File: src/rtl/mms_pkg.sv
// -----------------------------------------------------------------------------
// mms_pkg
//   Shared types for the memory-management slice: Sv32 virtual page number,
//   page-table entry, page-table-walker state and request record, plus
//   helpers that classify a PTE.
// -----------------------------------------------------------------------------
package mms_pkg;

    localparam int MMS_PA_WD    = 34;  // Sv32 physical address width
    localparam int MMS_SATP_PPN = 22;  // root-table PPN width from satp

    // Sv32 virtual page number: {vpn[1], vpn[0]}
    typedef struct packed {
        logic [9:0] vpn1;
        logic [9:0] vpn0;
    } vpn_t;

    // Sv32 page-table entry
    typedef struct packed {
        logic [11:0] ppn1;
        logic [9:0]  ppn0;
        logic [1:0]  rsw;
        logic        d;
        logic        a;
        logic        g;
        logic        u;
        logic        x;
        logic        w;
        logic        r;
        logic        v;
    } pte_t;

    typedef enum logic [2:0] {
        IDLE    = 3'd0,
        L1_REQ  = 3'd1,
        L1_WAIT = 3'd2,
        L0_REQ  = 3'd3,
        L0_WAIT = 3'd4,
        DONE    = 3'd5,
        DRAIN   = 3'd6
    } ptw_state_e;

    // Latched walk request: id 0 = ITLB, 1 = DTLB
    typedef struct packed {
        logic id;
        vpn_t vpn;
    } ptw_req_t;

    // Invalid entry, or the reserved write-only encoding
    function automatic logic pte_invalid(pte_t p);
        return !p.v || (!p.r && p.w);
    endfunction

    // Any of R/X set marks a leaf; otherwise the entry points to the next level
    function automatic logic pte_is_leaf(pte_t p);
        return p.r || p.x;
    endfunction

endpackage

File: src/rtl/mms_rr_arb2.sv
// -----------------------------------------------------------------------------
// mms_rr_arb2
//   Two-way round-robin arbiter. A lone request is always granted; on a tie
//   the requester that did not win last time is granted. rr_last resets to 1
//   so requester 0 wins the first tie.
// Ports
//   clk, rst_n : clock, async active-low reset
//   req[1:0]   : request vector
//   en         : grant is actually taken this cycle (updates history)
//   gnt[1:0]   : one-hot (or zero) grant, combinational
// -----------------------------------------------------------------------------
module mms_rr_arb2 (
    input  logic       clk,
    input  logic       rst_n,
    input  logic [1:0] req,
    input  logic       en,
    output logic [1:0] gnt
);

    logic rr_last;  // index of the most recent winner

    always_comb begin
        gnt    = 2'b00;
        gnt[0] = req[0] && (!req[1] || rr_last);
        gnt[1] = req[1] && (!req[0] || !rr_last);
    end

    always_ff @(posedge clk or negedge rst_n) begin
        if (!rst_n) begin
            rr_last <= 1'b1;
        end else if (en && (gnt != 2'b00)) begin
            rr_last <= gnt[1];
        end
    end

endmodule

File: src/rtl/mms_ptw.sv
// -----------------------------------------------------------------------------
// mms_ptw
//   Sv32 hardware page-table walker shared by ITLB and DTLB. Arbitrates the
//   two miss requests, walks the 2-level table through a single read port and
//   returns the leaf PTE, whether it is a 4 MiB superpage, or a page fault.
// Ports
//   satp_ppn_i           : root page-table PPN (sampled while in L1_REQ)
//   flush_i              : abort the walk in progress (highest priority)
//   itlb_req_i/vpn_i     : ITLB miss; itlb_ready_o marks acceptance
//   dtlb_req_i/vpn_i     : DTLB miss; dtlb_ready_o marks acceptance
//   mem_req_o/addr_o     : PTE read request, held stable until mem_gnt_i
//   mem_rvalid_i/rdata_i : PTE read return
//   resp_valid_o         : one-cycle result pulse with resp_id/pte/super/fault
//   state_o              : current walker state (debug visibility)
// Handshakes: a TLB request transfers in the cycle where req and ready are
// both high; a memory read transfers in the cycle where mem_req_o and
// mem_gnt_i are both high, and its data arrives later on mem_rvalid_i. Only
// one read is ever outstanding. resp_valid_o carries no back-pressure.
// -----------------------------------------------------------------------------
module mms_ptw
    import mms_pkg::*;
#(
    parameter int PA_WD    = MMS_PA_WD,
    parameter int SATP_PPN = MMS_SATP_PPN
) (
    input  logic                clk,
    input  logic                rst_n,
    input  logic [SATP_PPN-1:0] satp_ppn_i,
    input  logic                flush_i,
    input  logic                itlb_req_i,
    input  vpn_t                itlb_vpn_i,
    output logic                itlb_ready_o,
    input  logic                dtlb_req_i,
    input  vpn_t                dtlb_vpn_i,
    output logic                dtlb_ready_o,
    output logic                mem_req_o,
    output logic [PA_WD-1:0]    mem_addr_o,
    input  logic                mem_gnt_i,
    input  logic                mem_rvalid_i,
    input  pte_t                mem_rdata_i,
    output logic                resp_valid_o,
    output logic                resp_id_o,
    output pte_t                resp_pte_o,
    output logic                resp_super_o,
    output logic                resp_fault_o,
    output ptw_state_e          state_o
);

    ptw_state_e  state;
    ptw_req_t    req_q;
    logic [21:0] ppn_q;       // next-level table PPN from an L1 pointer
    logic [1:0]  arb_gnt;
    logic        arb_en;

    // Grants are only taken in IDLE and never while a flush is pending
    assign arb_en = (state == IDLE) && !flush_i;

    mms_rr_arb2 u_arb (
        .clk   (clk),
        .rst_n (rst_n),
        .req   ({dtlb_req_i, itlb_req_i}),
        .en    (arb_en),
        .gnt   (arb_gnt)
    );

    assign itlb_ready_o = arb_en && arb_gnt[0];
    assign dtlb_ready_o = arb_en && arb_gnt[1];
    assign mem_req_o    = (state == L1_REQ) || (state == L0_REQ);
    // A flush landing in DONE cancels the result
    assign resp_valid_o = (state == DONE) && !flush_i;
    assign state_o      = state;

    always_comb begin
        mem_addr_o = '0;
        if (state == L1_REQ) begin
            mem_addr_o = {satp_ppn_i, req_q.vpn.vpn1, 2'b00};
        end else if (state == L0_REQ) begin
            mem_addr_o = {ppn_q, req_q.vpn.vpn0, 2'b00};
        end
    end

    always_ff @(posedge clk or negedge rst_n) begin
        if (!rst_n) begin
            state        <= IDLE;
            req_q        <= '0;
            ppn_q        <= '0;
            resp_id_o    <= 1'b0;
            resp_pte_o   <= '0;
            resp_super_o <= 1'b0;
            resp_fault_o <= 1'b0;
        end else begin
            case (state)
                IDLE: begin
                    if (arb_en && (arb_gnt != 2'b00)) begin
                        req_q.id  <= arb_gnt[1];
                        req_q.vpn <= arb_gnt[1] ? dtlb_vpn_i : itlb_vpn_i;
                        state     <= L1_REQ;
                    end
                end
                L1_REQ, L0_REQ: begin
                    // An accepted read must still be drained after a flush
                    if (flush_i) begin
                        state <= mem_gnt_i ? DRAIN : IDLE;
                    end else if (mem_gnt_i) begin
                        state <= (state == L1_REQ) ? L1_WAIT : L0_WAIT;
                    end
                end
                L1_WAIT, L0_WAIT: begin
                    if (flush_i) begin
                        // Data returning in the flush cycle is simply dropped
                        state <= mem_rvalid_i ? IDLE : DRAIN;
                    end else if (mem_rvalid_i) begin
                        resp_id_o  <= req_q.id;
                        resp_pte_o <= mem_rdata_i;
                        ppn_q      <= {mem_rdata_i.ppn1, mem_rdata_i.ppn0};
                        if (state == L1_WAIT) begin
                            if (pte_invalid(mem_rdata_i)) begin
                                resp_fault_o <= 1'b1;
                                resp_super_o <= 1'b0;
                                state        <= DONE;
                            end else if (pte_is_leaf(mem_rdata_i)) begin
                                // Superpage must be 4 MiB aligned
                                resp_fault_o <= (mem_rdata_i.ppn0 != 10'd0);
                                resp_super_o <= (mem_rdata_i.ppn0 == 10'd0);
                                state        <= DONE;
                            end else begin
                                state <= L0_REQ;
                            end
                        end else begin
                            // A pointer at the last level is also a fault
                            resp_fault_o <= pte_invalid(mem_rdata_i) ||
                                            !pte_is_leaf(mem_rdata_i);
                            resp_super_o <= 1'b0;
                            state        <= DONE;
                        end
                    end
                end
                DONE: begin
                    state <= IDLE;
                end
                DRAIN: begin
                    if (mem_rvalid_i) begin
                        state <= IDLE;
                    end
                end
                default: begin
                    state <= IDLE;
                end
            endcase
        end
    end

endmodule

File: config.mk
export PLATFORM = sky130hd
export DESIGN_NAME = mms_ptw
export DESIGN_NICKNAME = d
export VERILOG_FILES = /design/src/rtl/mms_pkg.sv /design/src/rtl/mms_rr_arb2.sv /design/src/rtl/mms_ptw.sv
export SDC_FILE = /design/constraint.sdc
export NUM_CORES = 1
export LEC_CHECK = 0
export ABC_AREA = 1
export CORE_MARGIN = 2
export CORE_UTILIZATION = 42
export DETAILED_ROUTE_END_ITERATION = 12
export PLACE_DENSITY = 0.95
export SLEW_MARGIN = 30
export SYNTH_ARGS = -nofsm -noshare
export SYNTH_HDL_FRONTEND = slang
export SYNTH_SLANG_ARGS = --single-unit
File: constraint.sdc
create_clock -name clk -period 5 [get_ports clk]
set_clock_uncertainty 0.15 [all_clocks]
set_input_delay 1.25 -clock clk [delete_from_list [all_inputs] [get_ports clk]]
set_output_delay 1.25 -clock clk [all_outputs]
set_load 0.005 [all_outputs]
# Word-level counts from Yosys, hierarchy flattened
# Index checks and enable logic that the tools add are counted.
# op_classes
n_addsub,0
mul,0
div,0
magnitude_cmp,0
eq_ne,11
shifts,0
mux,22
n_bitwise,1
n_reduce_logical,31
# op_table
cell,count
34-bit two-way mux,2
3-bit two-way mux,12
20-bit two-way mux,1
3-bit one-hot mux with 4 select lines,1
10-bit logical NOT,1
10-bit nonzero test,1
"3-bit == test, second input constant",3
1-bit logical AND,8
4-bit AND reduction,2
1-bit logical NOT,7
"3-bit by 2-bit == test with 1-bit output, second input constant",2
1-bit logical OR,6
1-bit two-way mux,6
"3-bit inequality test, second input constant",2
2-bit OR reduction,2
"3-bit by 1-bit == test with 1-bit output, second input constant",1
3-bit logical NOT,1
"3-bit by 1-bit inequality test with 1-bit output, second input constant",1
3-bit AND reduction,1
"2-bit by 1-bit inequality test with 1-bit output, second input constant",1
"2-bit inequality test, second input constant",1
2-bit AND reduction,1
2-bit nonzero test,1
1-bit NOT,1
# word_totals
register_bits,82
latch_bits,0
mem_bits_rw,0
romBits,0
input_bits,101
output_inout_bits,76
elab_cells,85
n_memories,0

# Depth between registers and ports, before layout
# Gate-level depths: netlist of run 1.
# depth
ltp_word,8
mapped_depth,10
mapped_depth_nobuf,10

# Cells and area by module
# From an unflattened synthesis of run 1, not the netlist that was laid out.
# hier_totals
hier_cells,410
hier_area_um2,3203.1
# by_module_without_submodules
module,n_inst,cells_each,area_each_um2,seq_area_each_um2
mms_ptw,1,402,3141.8,1476.4
mms_rr_arb2,1,8,61.3,26.3

# Worst setup path after synthesis of run 1
# Ideal clock, no wire load.
# synth_timing
path_kind,input to output
start,input itlb_req_i
end,output dtlb_ready_o
arrival_time_ns,1.912
t_required_ns,3.600
path_slack_ns,1.688
path_stages,6
path_cell_list,nand2_1 nand2_1 inv_1 clkbuf_1 nand2_1 inv_1
# synth_via
elab_chain_len,4
# synth_rtl
element,line,text
"start, declared",mms_ptw.sv:30,"input logic itlb_req_i,"
1-bit logical NOT,mms_rr_arb2.sv:25,gnt[1] = req[1] && (!req[0] || !rr_last);
1-bit logical OR,mms_rr_arb2.sv:25,
1-bit logical AND,mms_rr_arb2.sv:25,
1-bit logical AND,mms_ptw.sv:67,assign dtlb_ready_o = arb_en && arb_gnt[1];
"end, declared",mms_ptw.sv:35,"output logic dtlb_ready_o,"
# Every way passes these cells.

# Worst setup path after layout of run 1
# Ends and elaborated chain as after synthesis.

==> out/metrics.cfg, run 1 <==
[outcome]
outcome=finished, final reports clean

[critical_path]
cp_slowest_cell=clkdlybuf4s50_1
required_ns=3.60
max_stage_delay_ns=0.50
cp.arrival_ns=2.82
crit_path_max_fanout=21
end_kind=output port
crit_chain=clkdlybuf4s50_1 > nand2_1 > nand2_1 > inv_1 > buf_4 > nand2_1 > inv_1 > clkdlybuf4s50_1
setup.worst_path.start_class=input port
cp_common_cell=nand2_1
rrSetupSlack_ns=2.68
crit_type=input port to output port

[clock_network]
hold_buffers=0
numCtsBuffers=9
cts_resized=0
clk_pin_slew_ns=0.06
post_cts_buffers=0
clockRootBuffer=clkbuf_8
htreeDepth=3
cts_buffer_depth=2
cts_sinks=60
cts_tree=done
clk_latency_ns=0.33

[routing]
drt_wl_total_um=9900
vias=3491
drt_first_pass_iters=5
drc_errors=0
drtAntennaViolNets=0
wire_per_inst_um=14.1
drt_iter0_drc=161
viasPerCell=4.96

[global_routing]
grt_pass1_vias=3553
antenna_found_initial=0
grt_max_degree=61
grt-ovfl-total=0
grt_usage=0.247
grt_pass1_wl_um=16200

[floorplan]
initial_core_util=0.432
rows=31
die_y_um=90.1
core_area_um2=7210
ioPinCount=177
die-width_um=90.1
design.die.area_um2=8120

[layout]
syn_to_final_growth_pct=64.1
diodes=0
fin_nets=701
nFillCells=529
drive_gt1_frac=0.0496

[synthesis]
synth_area_leaders=dfrtp_1 (47%), nand2_1 (19%), o21ai_0 (9.2%)
synth_top_cell_area_share=0.474
synth_cell_types=23
syn-cell-area_um2=3120
synth_top_area_cell=dfrtp_1
async_flop_share=1.00
synthTopCellsByCount=nand2_1 (160), dfrtp_1 (59), o21ai_0 (57)
syn_area_per_cell_um2=7.23
synth_ff_type=dfrtp_1
synth_edf_count=0
yosys_register_bits=60
yosysSeqAreaShare=0.482
synth_most_common_cell=nand2_1
ys_warn_count=0
netlist_instances=431

[place]
dp.final_hpwl_um=7750
gp_congestion=0.868
io_buffers=174
pre_cts_ws_ns=0.788

[flow_run]
maxCapViolCount=0

[sta]
setup_violations=0
slew_headroom=0.492
timing.final.ws_setup_ns=0.779
rsz0062_at_grt=no
period_needed_ns=4.22
max_freq_ghz=0.237
tightest_slew_ns=0.761
tns_ns=0
finalCritPeriodShare=0.844
final_hold_viol_count=0
slew_viol_final=0

[power_and_ir_drop]
power_leakage_nw=2.32
peakVddDrop_mv=0.244
powerDensity_nw_per_um2=499

[hold_path]
min_path_type=flip-flop to flip-flop

## flip-flops by register name, indices dropped and copies added (netlist names)
name / cells
u_arb.rr_last: 1
resp_fault_o: 1
resp_pte_o: 31
ppn_q: 1
state_o: 3
resp_super_o: 1
resp_id_o: 1
req_q: 21
## worst max-delay path, delay by kind of cell
kind / cells / cell delay (ns)
AND/OR/NAND/NOR: 3 / 0.28
buffers and inverters: 5 / 1.30
## stage by stage
stage                      util  std cells  total power [mW]  instance area (µm²)  hold slack, ns
after floorplan               -        432              1.38                 3120           0.294
after detailed placement  0.681        688              2.11                 4910           0.314
after global placement    0.681        688              2.04                 4910           0.304
final                     0.709        704              2.55                 5110           0.326
after global routing      0.709        704              2.73                 5110           0.358
after CTS                 0.709        704              2.56                 5110           0.327
## routing by layer
layer,up-vias,global-route usage,part of all wire
met4,0,0.123,0.022
li1,1682,-,-
met1,1589,0.276,0.39
met5,-,0,0
met3,22,0.0662,0.087
met2,198,0.435,0.50
## cells in the final DEF (no fill, tap or decap), types with 3 or more instances in the layout
master,instances
inv_2,3
clkbuf_8,11
nand2_1,160
nor2_1,31
dfrtp_1,59
nand3_1,8
o21ai_0,57
inv_1,51
o21ai_1,4
clkdlybuf4s50_1,173
buf_4,5
a31oi_1,20
## final cells by class
class	count	area, µm²	area share
repair buffers	179	1770	0.347
flip-flops and latches	60	1500	0.294
multi-input cells	296	1310	0.256
inverters	54	203	0.0396
clock buffers	12	155	0.0303
well taps	99	124	0.0242
clock inverters	4	47.5	0.00930
## worst paths after layout
kind	from	endpoint	cells past startpoint
worst min register to register	u_arb.rr_last	u_arb.rr_last	2
max in group asynchronous	rst_n	resp_pte_o[11]	2
min in group asynchronous	rst_n	req_q[20]	2
worst max register to register	state_o[2]	state_o[1]	9
worst max-delay path	itlb_req_i	dtlb_ready_o	8
worst min-delay path	u_arb.rr_last	u_arb.rr_last	2
## where the power goes
part	total [mW]	internal, mW	switching [mW]
clock	0.445	0.256	0.189
combinational	1.25	0.665	0.582
sequential	0.858	0.721	0.137
total	2.55	1.64	0.909
## logic make-up (layout without fill, tap and decap cells)
group | Yosys count | count (layout) | synth area share
buffers and inverters | 76 | 249 | 0.100
other | 1 | 2 | 0.00120
AO/OA/AOI/OAI | 85 | 85 | 0.146
AND/OR/NAND/NOR | 209 | 209 | 0.270
flip-flops | 60 | 60 | 0.482
(Power assumes the default switching activity.)
==> run 2, diff against run 1 <==
--- a/config.mk
+++ b/config.mk
@@ -7,9 +7,9 @@
 export LEC_CHECK = 0
 export ABC_AREA = 1
 export CORE_MARGIN = 2
-export CORE_UTILIZATION = 42
+export CORE_UTILIZATION = 35
 export DETAILED_ROUTE_END_ITERATION = 12
-export PLACE_DENSITY = 0.95
+export PLACE_DENSITY = 0.86
 export SLEW_MARGIN = 30
 export SYNTH_ARGS = -nofsm -noshare
 export SYNTH_HDL_FRONTEND = slang
==> constraint.sdc (replaced) <==
create_clock -name clk -period 3.8 [get_ports clk]
set_clock_uncertainty 0.15 [all_clocks]
set_input_delay 0.95 -clock clk [delete_from_list [all_inputs] [get_ports clk]]
set_output_delay 0.95 -clock clk [all_outputs]
set_load 0.005 [all_outputs]
==> run 2 against run 1 <==
  * First-iteration DRC count down 5.6%
  * Power is 27% higher
  * Hold slack worse by 0.0044 ns
  * Global-route usage down 4.8 points
  * Combinational power is 29% higher
  * Die area is 19% higher
  * Sequential share of layout area rose by 0.10 points
  * Wire length decreased by 5.3%
  * Critical path depth is 3 lower
  * Final cell count grew 1.4%
  * Sequential cell count unchanged
==> out/metrics.cfg, run 2 (synthesis results as in run 1) <==
[power_and_ir_drop]
powerDensity_nw_per_um2=634  ; +27%
power_leakage_nw=2.31  ; -0.39%
peakVddDrop_mv=0.263  ; +7.6%

[layout]
regMostFlops=resp_pte_o
final_cell_mix=clkdlybuf4s50_1 (173), nand2_1 (160), dfrtp_1 (59)
drive_gt1_frac=0.0479  ; -0.00173
fin_nets=702  ; +0.14%
syn_to_final_growth_pct=63.5
final_area_um2=5090  ; -0.34%
nFillCells=768  ; +45%
largest_reg_flops=31  ; unchanged
diodes=0  ; unchanged
final_cells=714  ; +1.4%
final_common_cell=clkdlybuf4s50_1

[sta]
tightest_slew_ns=0.565  ; -0.196 ns
tns_ns=0  ; unchanged
max_freq_ghz=0.283
final_hold_viol_count=0  ; unchanged
slew_viol_final=0  ; unchanged
slew_headroom=0.623  ; +0.130
hold_slack_ns=0.321  ; -0.00444 ns
rsz0062_at_grt=no
setup_violations=0  ; unchanged
period_needed_ns=3.53
finalCritPeriodShare=0.929

[clock_network]
cts_sinks=60  ; unchanged
clockRootBuffer=clkbuf_8
hold_buffers=0  ; unchanged
cts_buffer_depth=2  ; unchanged
numCtsBuffers=9  ; unchanged
cts_resized=0  ; unchanged
post_cts_buffers=0  ; unchanged
clk_pin_slew_ns=0.06  ; about the same
clk_latency_ns=0.32  ; about the same
htreeDepth=3  ; unchanged
cts_tree=done

[critical_path]
r2r_cells=10  ; +1
crit_path_max_fanout=20  ; -4.8%
required_ns=2.70  ; -0.90 ns
reg2reg_from=state_o[2]
cp.arrival_ns=2.43  ; -0.39 ns
crit_type=flip-flop to output port
rrSetupSlack_ns=1.68  ; -1.00 ns
end_kind=output port
setup.worst_path.start_class=flip-flop
r2r_end=state_o[2]

[routing]
drt_wl_total_um=9380  ; -5.3%
drt_first_pass_iters=4  ; -1
viasPerCell=4.76  ; -4.1%
drt_iter0_drc=152  ; -5.6%
drc_errors=0  ; unchanged
drtAntennaViolNets=0  ; unchanged
wire_per_inst_um=13.1  ; -6.6%
vias=3397  ; -2.7%

[floorplan]
ioPinCount=177  ; unchanged
rows=34  ; +9.7%
die-width_um=98.3  ; +9.1%
design.die.area_um2=9670  ; +19%
die_y_um=98.3  ; +9.1%
initial_core_util=0.359  ; -0.0728
core_area_um2=8680  ; +20%

[global_routing]
grt_usage=0.199  ; -0.0485
grt_max_degree=44  ; -28%
grt_pass1_vias=3376  ; -5.0%
antenna_found_initial=0  ; unchanged
grt-ovfl-total=0  ; unchanged
grt_pass1_wl_um=15500  ; -4.1%

[outcome]
outcome=finished, final reports clean

[place]
placed_cells=698  ; +1.5%
post_dp_cell_area_um2=4930  ; +0.38%
dp.final_hpwl_um=7440  ; -4.0%
gp_congestion=0.838  ; -3.4%
io_buffers=174  ; unchanged

[hold_path]
min_to=resp_pte_o[6]
worstHoldStart=resp_pte_o[6]
min_path_type=flip-flop to flip-flop
hold_depth=2  ; unchanged

[flow_run]
maxCapViolCount=0  ; unchanged

-- run 2: cell type report --
class	instances	area, µm²	share of cell area
Multi-Input combinational cell	296	1310	0.256
Sequential cell	60	1500	0.295
Timing Repair Buffer	180	1780	0.350
Clock buffer	13	149	0.0292
Clock inverter	3	15.0	0.00295
Inverter	54	203	0.0398
Tap cell	108	135	0.0265
-- run 2: report_power, final --
group          internal [mW]  total (mW)  switching (mW)
clock network          0.252       0.483           0.232
logic                  0.876        1.61           0.738
registers              0.949        1.13           0.182
-- run 2: how the worst max path moves through the flow --
stage / slack [ns] / cells past startpoint / startpoint / end
global route: 0.03 / 5 / state_o[2] / mem_addr_o[5]
finish: 0.27 / 5 / state_o[2] / mem_addr_o[8]
detailed placement: 0.28 / 5 / flush_i / dtlb_ready_o
global placement: 0.33 / 5 / flush_i / dtlb_ready_o
floorplan: 1.09 / 6 / itlb_req_i / dtlb_ready_o
CTS: 0.19 / 5 / state_o[2] / mem_addr_o[6]
-- run 2: metrics by stage --
step | worst slack, ns | power (mW) | utilization
after detailed placement | 0.285 | 2.77 | 0.568
after CTS | 0.191 | 3.27 | 0.587
after floorplan | 1.09 | 1.81 | -
final | 0.269 | 3.23 | 0.587
after global routing | 0.0266 | 3.51 | 0.587
after global placement | 0.327 | 2.71 | 0.568
-- run 2: critical path: stages, from the launching register on --
cell             delay (ns)
dfrtp_1                0.45
inv_2                  0.13
nand3_1                0.36
buf_4                  0.35
o21ai_0                0.25
clkdlybuf4s50_1        0.55
-- run 2: layer usage --
metal  part of all wire  up-vias  GRT usage
met5                  0        -          0
met4             0.0098        0     0.0717
met3              0.089        8     0.0544
met2               0.50      165      0.353
met1               0.40     1533      0.229
li1                   -     1691          -
==> run 3, diff against run 2 <==
--- a/config.mk
+++ b/config.mk
@@ -6,10 +6,12 @@
 export NUM_CORES = 1
 export LEC_CHECK = 0
 export ABC_AREA = 1
+export CELL_PAD_IN_SITES_DETAIL_PLACEMENT = 0
+export CELL_PAD_IN_SITES_GLOBAL_PLACEMENT = 1
 export CORE_MARGIN = 2
-export CORE_UTILIZATION = 35
+export CORE_UTILIZATION = 23
 export DETAILED_ROUTE_END_ITERATION = 12
-export PLACE_DENSITY = 0.86
+export PLACE_DENSITY = 0.85
 export SLEW_MARGIN = 30
 export SYNTH_ARGS = -nofsm -noshare
 export SYNTH_HDL_FRONTEND = slang
==> run 3 against run 2 <==
  * Combinational power hardly changed
  * Die area up 50%
  * Fmax grew 0.32%
  * Non-clock buffer count is 1 higher
  * Sequential share of layout area down 1.3 points
  * Register-to-register slack better by 0.02 ns
  * Clock-buffer cell count decreased by 2
  * Wire length grew 5.2%
  * Largest cell class unchanged
  * Highest routed layer unchanged
==> out/metrics.cfg, run 3 (synthesis results as in run 1) <==
[outcome]
outcome=finished, final reports clean

[power_and_ir_drop]
power_frac_seq=0.312  ; -0.038
clkPwrFrac=0.240  ; +0.090
p_sw_mw=1.19  ; +3.2%
power_leakage_nw=2.38  ; +3.3%
powerDensity_nw_per_um2=676  ; +6.6%
internal-power_mw=2.42  ; +16%
p_total_mw=3.61  ; +12%
peakVddDrop_mv=0.209  ; -20%
swShare=0.329  ; -0.0272
p_comb_frac=0.448  ; -0.052

[routing]
viasPerCell=4.24  ; -11%
vias=3317  ; -2.4%
drt_first_pass_iters=4  ; unchanged
drt_wl_total_um=9860  ; +5.2%
wire_per_inst_um=12.6  ; -4.1%
drtAntennaViolNets=0  ; unchanged
drc_errors=0  ; unchanged
drt_iter0_drc=126  ; -17%

[layout]
final_common_cell=clkdlybuf4s50_1
nFillCells=1372  ; +79%
register_area_um2=1500  ; unchanged
regMostFlops=resp_pte_o
fin_nets=703  ; +0.14%
final_cell_mix=clkdlybuf4s50_1 (173), nand2_1 (160), dfrtp_1 (59)
diodes=0  ; unchanged
syn_to_final_growth_pct=71.4
multi_input_area_um2=1310  ; unchanged
drive_gt1_frac=0.0527  ; +0.00486
largest_reg_flops=31  ; unchanged

[critical_path]
max_stage_delay_ns=0.54  ; about the same
setup.worst_path.start_class=input port
crit_chain=clkdlybuf4s50_1 > nor2_2 > nand2_1 > inv_1 > clkdlybuf4s50_1
cp.arrival_ns=2.42  ; about the same
end_kind=output port
crit_type=input port to output port
r2r_cells=7  ; -3
crit_path_max_fanout=7  ; -65%
cp_slowest_cell=clkdlybuf4s50_1
required_ns=2.70  ; about the same
cp_common_cell=clkdlybuf4s50_1

[sta]
rsz0062_at_grt=no
final_hold_viol_count=0  ; unchanged
period_needed_ns=3.52  ; -0.0112 ns
tns_ns=0  ; unchanged
slew_headroom=0.485  ; -0.138
max_freq_ghz=0.284  ; +0.32%
tightest_slew_ns=0.772  ; +0.207 ns
finalCritPeriodShare=0.926  ; -0.00293
setup_violations=0  ; unchanged
slew_viol_final=0  ; unchanged

[global_routing]
grt_pass1_wl_um=15900  ; +2.6%
grt_pass1_vias=3324  ; -1.5%
grt_max_degree=45  ; +2.3%
grt-ovfl-total=0  ; unchanged
antenna_found_initial=0  ; unchanged
grt_usage=0.138  ; -0.0608

[clock_network]
clk_pin_slew_ns=0.05  ; about the same
numCtsBuffers=9  ; unchanged
cts_buffer_depth=2  ; unchanged
htreeDepth=3  ; unchanged
post_cts_buffers=0  ; unchanged
cts_resized=0  ; unchanged
clk_latency_ns=0.32  ; about the same
cts_sinks=60  ; unchanged
hold_buffers=0  ; unchanged
clockRootBuffer=clkbuf_16
cts_tree=done

[floorplan]
design.die.area_um2=14500  ; +50%
die_y_um=120  ; +22%
core_area_um2=13200  ; +53%
ioPinCount=177  ; unchanged
rows=42  ; +24%
initial_core_util=0.235  ; -0.124
die-width_um=120  ; +22%

[flow_run]
maxCapViolCount=0  ; unchanged

[hold_path]
min_path_type=flip-flop to flip-flop
hold_depth=2  ; unchanged

[place]
gp_congestion=0.769  ; -8.3%
dp.final_hpwl_um=7700  ; +3.5%
io_buffers=174  ; unchanged

-- run 3: changes by cell type in the layout (fill, tap and decap cells not counted) --
cell       delta
clkbuf_8      -9
clkbuf_16     +9
clkbuf_1      -2
bufinv_16     +2
buf_2         +1
-- run 3: final cells by class --
type | count | area share
clock inverters | 5 | 0.0141
multi-input cells | 296 | 0.245
repair buffers | 181 | 0.335
well taps | 176 | 0.0412
flip-flops and latches | 60 | 0.281
clock buffers | 11 | 0.0455
inverters | 54 | 0.0380
-- run 3: metal layers --
| metal | part of all wire | up-vias | track usage |
|---|---|---|---|
| met5 | 0 | - | 0 |
| met4 | 0.0070 | 0 | 0.0363 |
| met3 | 0.090 | 6 | 0.0420 |
| met2 | 0.45 | 155 | 0.228 |
| met1 | 0.45 | 1462 | 0.175 |
| li1 | - | 1694 | - |
-- run 3: worst paths after layout --
check | startpoint | endpoint | slack, ns
min in group asynchronous | rst_n | req_q[20] | 0.55
worst min-delay path | resp_pte_o[9] | resp_pte_o[9] | 0.32
worst max register to register | state_o[2] | req_q[14] | 1.70
worst max-delay path | flush_i | dtlb_ready_o | 0.28
worst min register to register | resp_pte_o[9] | resp_pte_o[9] | 0.32
max in group asynchronous | rst_n | resp_pte_o[3] | 2.10
-- run 3: critical path: cells and delay by family --
family	cells	cell delay, ns
and+or+nand+nor	2	0.36
buffers and inverters	3	1.10
-- run 3: power groups by stage --
stage	Clock, mW	Combinational (mW)	Sequential (mW)
2_1_floorplan	0	0.688	1.12
3_3_place_gp	0	1.61	1.12
3_5_place_dp	0	1.63	1.14
4_1_cts	0.894	1.64	1.13
5_1_grt	0.925	1.80	1.17
6_report	0.866	1.62	1.13
-- run 3: metrics by stage --
| stage | instances | hold WS [ns] | setup WS, ns | instance area [µm²] | util |
|---|---|---|---|---|---|
| final | 783 | 0.323 | 0.281 | 5340 | 0.403 |
| after global routing | 783 | 0.337 | 0.223 | 5340 | 0.403 |
| after global placement | 767 | 0.303 | 0.315 | 5020 | 0.379 |
| after CTS | 783 | 0.327 | 0.293 | 5340 | 0.403 |
| after detailed placement | 767 | 0.312 | 0.305 | 5020 | 0.379 |
| after floorplan | 432 | 0.294 | 1.09 | 3120 | - |
